[src/rtl/sw_debounce_ctrl.sv]
// Switch bank synchroniser/debouncer with stable-value and sticky change-mask MMIO reads plus level IRQ.
// Define SW_DEBOUNCE_BYPASS_EN to drop the debounce FSM (stable follows sync2 directly, for fast simulation).
module sw_debounce_ctrl #(
  parameter int N_SW            = 16,
  parameter int DEBOUNCE_CYCLES = 100000,
  parameter int CNT_W           = 17
) (
  input  logic            CLK,
  input  logic            RST_N,
  input  logic [N_SW-1:0] SW,
  input  logic            ADDR_SEL,
  input  logic            RD_EN,
  output logic [31:0]     RD,
  output logic            IRQ
);

  logic [N_SW-1:0] sync1_q, sync2_q;
  logic [N_SW-1:0] stable_q, stable_d;
  logic [N_SW-1:0] chg_q, chg_d;
  logic [N_SW-1:0] commit_new;
  logic            clr_rd;

  // Two-flop synchroniser; SW is asynchronous to CLK
  always_ff @(posedge CLK or negedge RST_N) begin
    if (!RST_N) begin
      sync1_q <= '0;
      sync2_q <= '0;
    end else begin
      sync1_q <= SW;
      sync2_q <= sync1_q;
    end
  end

`ifdef SW_DEBOUNCE_BYPASS_EN

  always_comb begin
    stable_d   = sync2_q;
    commit_new = stable_q ^ sync2_q;
  end

`else

  typedef enum logic {
    IDLE,
    SETTLE
  } state_t;

  localparam logic [CNT_W-1:0] CNT_LAST = CNT_W'(DEBOUNCE_CYCLES - 1);

  state_t          state_q, state_d;
  logic [N_SW-1:0] cand_q, cand_d;
  logic [CNT_W-1:0] cnt_q, cnt_d;
  logic            commit;

  always_ff @(posedge CLK or negedge RST_N) begin
    if (!RST_N) begin
      state_q <= IDLE;
      cand_q  <= '0;
      cnt_q   <= '0;
    end else begin
      state_q <= state_d;
      cand_q  <= cand_d;
      cnt_q   <= cnt_d;
    end
  end

  // Any movement at sync2 during SETTLE restarts the hold window
  always_comb begin
    state_d = state_q;
    cand_d  = cand_q;
    cnt_d   = cnt_q;
    commit  = 1'b0;
    case (state_q)
      IDLE: begin
        if (sync2_q != stable_q) begin
          state_d = SETTLE;
          cand_d  = sync2_q;
          cnt_d   = '0;
        end
      end
      SETTLE: begin
        if (sync2_q != cand_q) begin
          cand_d = sync2_q;
          cnt_d  = '0;
        end else if (cnt_q < CNT_LAST) begin
          cnt_d = cnt_q + 1'b1;
        end else begin
          commit  = 1'b1;
          state_d = IDLE;
        end
      end
      default: state_d = IDLE;
    endcase
  end

  // A bounce back to the old value commits with a zero XOR, so no spurious change bit
  always_comb begin
    stable_d   = stable_q;
    commit_new = '0;
    if (commit) begin
      stable_d   = cand_q;
      commit_new = stable_q ^ cand_q;
    end
  end

`endif

  assign clr_rd = RD_EN && ADDR_SEL;

  // A clearing read on the same edge as a commit keeps the newly committed bits
  always_comb begin
    chg_d = chg_q | commit_new;
    if (clr_rd) begin
      chg_d = commit_new;
    end
  end

  always_ff @(posedge CLK or negedge RST_N) begin
    if (!RST_N) begin
      stable_q <= '0;
      chg_q    <= '0;
    end else begin
      stable_q <= stable_d;
      chg_q    <= chg_d;
    end
  end

  always_comb begin
    RD = ADDR_SEL ? 32'(chg_q) : 32'(stable_q);
  end

  assign IRQ = |chg_q;

endmodule

[config.mk]
export PLATFORM = sky130hd
export DESIGN_NAME = sw_debounce_ctrl
export DESIGN_NICKNAME = d
export VERILOG_FILES = /design/src/rtl/sw_debounce_ctrl.sv
export SDC_FILE = /design/constraint.sdc
export NUM_CORES = 1
export LEC_CHECK = 0
export CAP_MARGIN = 0
export CORE_ASPECT_RATIO = 0.75
export CORE_MARGIN = 2
export CORE_UTILIZATION = 40
export DETAILED_ROUTE_END_ITERATION = 12
export GPL_TIMING_DRIVEN = 0
export REMOVE_ABC_BUFFERS = 1
export SLEW_MARGIN = 20
export SYNTH_ARGS = -nofsm -noshare
export SYNTH_HDL_FRONTEND = slang
export SYNTH_SLANG_ARGS = --single-unit
[constraint.sdc]
create_clock -name CLK -period 2.3 [get_ports CLK]
set_input_delay 0.345 -clock CLK [delete_from_list [all_inputs] [get_ports CLK]]
set_output_delay 0.345 -clock CLK [all_outputs]
set_load 0.02 [all_outputs]
==> PnR_summary.wiki <==
{| class="wikitable"
! Metric !! Value
|-
| Time the worst path needs with I/O delays and setup || 2330 ps
|-
| Launch instance of the worst register-to-register path || cand_q[11]$_DFFE_PN0P_
|-
| Area overhead of the layout relative to synthesis || 28.7%
|-
| Starting Density || 40.7%
|-
| Gate count after technology mapping || ~390
|-
| Die area || 11900 um2
|-
| Standby leakage power || 2.51 nW
|-
| Clock buffer count from CTS || 9
|-
| Worst Hold Depth || 0
|-
| Unrepaired setup endpoints after global routing || yes
|-
| Routed len/inst || 16.8 um
|-
| Dominant cell type by area after synthesis || sky130_fd_sc_hd__dfrtp_1
|-
| Overall power consumption || 0.00363 W
|-
| Detailed Place HPWL || 6.41 mm
|-
| Largest net degree at the start of global routing || 64
|-
| Buffers from clock root to sink, at most || 2
|-
| CP Capture Type || flop
|-
| Die height || 95.0 um
|-
| Footprint of the multi-input gates || 2060 um2
|-
| Critical path class || reg -> reg
|-
| Area fraction of the dominant cell type after synthesis || 55.5%
|-
| Largest family of logic cells by synthesized area || simple AND/OR/NAND/NOR gates
|-
| DR pass1 iterations || 4
|-
| Required time of the critical path || ~2600 ps
|-
| Asr flop ratio synth || 100%
|-
| Post-Syn Area per Cell || 11.3 um2
|-
| Final hold vios || 0
|-
| Number of fillers in the final layout || 944
|-
| Number of inserted diodes || 0
|-
| Top cells by area in the synthesized netlist || sky130_fd_sc_hd__dfrtp_1 (56%), sky130_fd_sc_hd__mux2_2 (10%), sky130_fd_sc_hd__xnor2_1 (6.3%)
|-
| CTS H-Tree Depth || 3
|-
| Fraction of synthesized cell area in xor and xnor cells || a little under a tenth
|-
| Final Max Tran Viols || 0
|-
| Total I/O pin count || 53
|-
| Result of the run || finished with violations
|-
| Clock root buffer master || sky130_fd_sc_hd__clkbuf_16
|-
| Critical path startpoint || cand_q[11]$_DFFE_PN0P_
|-
| Stage delay of the slowest cell on the critical path || 600 ps
|-
| Number of cell rows || 33
|-
| Multiplexer area fraction after synthesis || between 10 and 15%
|-
| Total gr overflow || 0
|-
| Routed WL || 10.1 mm
|-
| Global placement routability congestion || between 0.7 and 0.8
|-
| Quantity of I/O buffers inserted on ports || 36
|-
| Post-route clock skew || 5.96 ps
|-
| Worst setup margin || -26.0 ps
|-
| Max-capacitance violation count || 0
|-
| Simple-gate share of the synthesized area || approximately 14%
|-
| FF+latch area || 2450 um2
|-
| Aggregate global-route resource usage || 18.4%
|-
| VDD IR-drop max || 0.000376 V
|-
| DRC violations left || 0
|-
| Part of the Yosys area used for sequential elements || 55.5%
|-
| Worst-margin pin slew || 661 ps
|-
| Final cycle utilization of the critical path || 101%
|-
| Leading cell types by count after synthesis || sky130_fd_sc_hd__dfrtp_1 (98), sky130_fd_sc_hd__nand2_1 (59), sky130_fd_sc_hd__mux2_2 (40)
|-
| Proportion of layout cells with a drive suffix above 1 || 25.7%
|-
| Via count of the first global-routing pass || 3145
|-
| First-iteration detailed-routing DRC count || 190
|-
| Register bit total from synthesis || 98
|-
| Chip Width || 125 um
|-
| First-pass GRT wire length || around 17 mm
|-
| Distinct cell type count of the synthesized netlist || 40
|-
| Instance area after placement || 4910 um2
|-
| Antenna violations before repair || 0
|-
| Post-synth design cell area || 4420 um2
|-
| Worst slew margin relative to its limit || 55.8%
|-
| Crit path max fanout || 6
|-
| Placeable core region || about 11000 um2
|-
| Leading cell type by number of instances after synthesis || sky130_fd_sc_hd__dfrtp_1
|-
| Post-placement setup slack || -815 ps
|-
| Final count of negative-setup-slack endpoints || 1
|-
| Hold/Removal Path Class || reg -> reg
|-
| Final design instance area without fill || 5680 um2
|-
| Clk_lat worst skew || 340 ps
|-
| Hold Crit Endpoint || sync2_q[0]$_DFF_PN0_
|-
| Vias post-DR || 3081
|-
| PD cells || 638 nW/um2
|-
| Final Net Count || 479
|-
| Adder and majority cell fraction of the synthesized area || 0.283%
|-
| Number of synthesized flops with an enable pin || 0
|-
| Flop2flop setup slack || -30 ps
|-
| Synthesis Warnings || 0
|-
| Clock tree from TritonCTS || built
|-
| Sinks on the clock net || 98
|-
| Chain of cells forming the critical path || xnor2_1, nand4_1, or4_4, or2_4, or4_1, nand3_1
|-
| Reg-to-reg endpoint || cnt_q[6]$_DFFE_PN0P_
|-
| CP Launch Type || flop
|-
| Antenna Violating Nets Remaining || 0
|-
| Depth of the worst register-to-register path || 6
|-
| CTS clock-pin slew for the worst setup and hold paths || ~70 ps
|-
| Post-synthesis compound-gate area fraction || 5.53%
|-
| Source of the worst hold timing path || sync1_q[0]$_DFF_PN0_
|-
| Arr. time, crit path || 2610 ps
|-
| Top FF cell, synth || sky130_fd_sc_hd__dfrtp_1
|-
| Critical path's slowest cell || sky130_fd_sc_hd__or4_4
|-
| Maximum operating frequency || 430 MHz
|-
| Failing checks || negative setup slack
|-
| Drt via density || roughly 5.1
|}
-- per-stage QoR --
step | setup TNS [ps] | hold WS [ps] | instances | util (%)
after floorplan | -16420 | 49.4 | 376 | -
after global placement | -382910 | 331 | 552 | 44.5
after detailed placement | -28410 | 266 | 557 | 45.2
after CTS | -38.8 | 350 | 595 | 50.8
after global routing | -1240 | 354 | 603 | 52.3
final | -26.0 | 347 | 603 | 52.3
-- where the power goes --
part	total (W)	leakage [nW]	internal, W	switching [W]
clock network	0.00161	0.155	0.000963	0.000644
registers	0.00181	1.25	0.00177	0.0000415
logic	0.000213	1.10	0.0000963	0.000116
-- kinds of logic (layout without fill, tap and decap cells) --
logic type               after synthesis  count (layout)
adder cells (fa/ha/maj)                1               1
multiplexers                          43              43
AO/OA/AOI/OAI                         39              39
AND/OR/NAND/NOR                      128             131
buffers and inverters                 33              87
flip-flops                            98              98
XOR/XNOR                              48              48
other                                  1              16
-- timing repair --
item                                    CTS  global route
endpoints found under the setup margin   80            54
cloned                                    3             0
resized for setup                        26            19
hold buffers                              1             0
setup buffers                            18             8
hold endpoints to repair                 35             0
pin swaps                                19            13
-- how the worst max path moves through the flow --
| stage | end | depth (start not counted) |
|---|---|---|
| 6_report | cnt_q[6]$_DFFE_PN0P_ | 6 |
| 5_1_grt | cnt_q[6]$_DFFE_PN0P_ | 6 |
| 4_1_cts | cnt_q[5]$_DFFE_PN0P_ | 7 |
| 3_5_place_dp | cand_q[8]$_DFFE_PN0P_ | 7 |
| 3_3_place_gp | cand_q[7]$_DFFE_PN0P_ | 1 |
| 2_1_floorplan | cand_q[0]$_DFFE_PN0P_ | 6 |
-- placed cells by master, fill, tap and decap left out, types with 13 or more instances in the layout --
| master | n |
|---|---|
| sky130_fd_sc_hd__buf_4 | 23 |
| sky130_fd_sc_hd__o21ai_0 | 22 |
| sky130_fd_sc_hd__clkdlybuf4s50_1 | 34 |
| sky130_fd_sc_hd__conb_1 | 16 |
| sky130_fd_sc_hd__mux2_2 | 40 |
| sky130_fd_sc_hd__nand2_1 | 59 |
| sky130_fd_sc_hd__xor2_1 | 16 |
| sky130_fd_sc_hd__xnor2_1 | 28 |
| sky130_fd_sc_hd__nand3_1 | 13 |
| sky130_fd_sc_hd__dfrtp_1 | 96 |
-- worst max-delay path, delay by kind of cell, from the launching register on --
kind	cells	cell delay, ps
simple gates	5	1640
xor+xnor	1	180
flops	1	440
-- metal layers --
layer / GRT usage [%] / vias up / wire length (um)
li1: - / 1458 / -
met1: 26.3 / 1552 / 5040
met2: 28.0 / 60 / 4550
met3: 3.91 / 11 / 364
met4: 6.20 / 0 / 147
met5: 0 / - / 0
-- state kept, by name, summed over array words and instances (netlist names) --
register  flops
cnt_q        17
cand_q       16
state_q       1
chg_q        16
sync1_q      16
sync2_q      16
stable_q     16
-- cell type report --
cell class	count	area share, %
Clock buffer	11	4.09
Clock inverter	5	1.52
Inverter	3	0.198
Multi-Input combinational cell	278	36.2
Sequential cell	98	43.2
Tap cell	140	3.08
Timing Repair Buffer	68	11.8
Note: power is estimated with default switching activity, not from simulation.
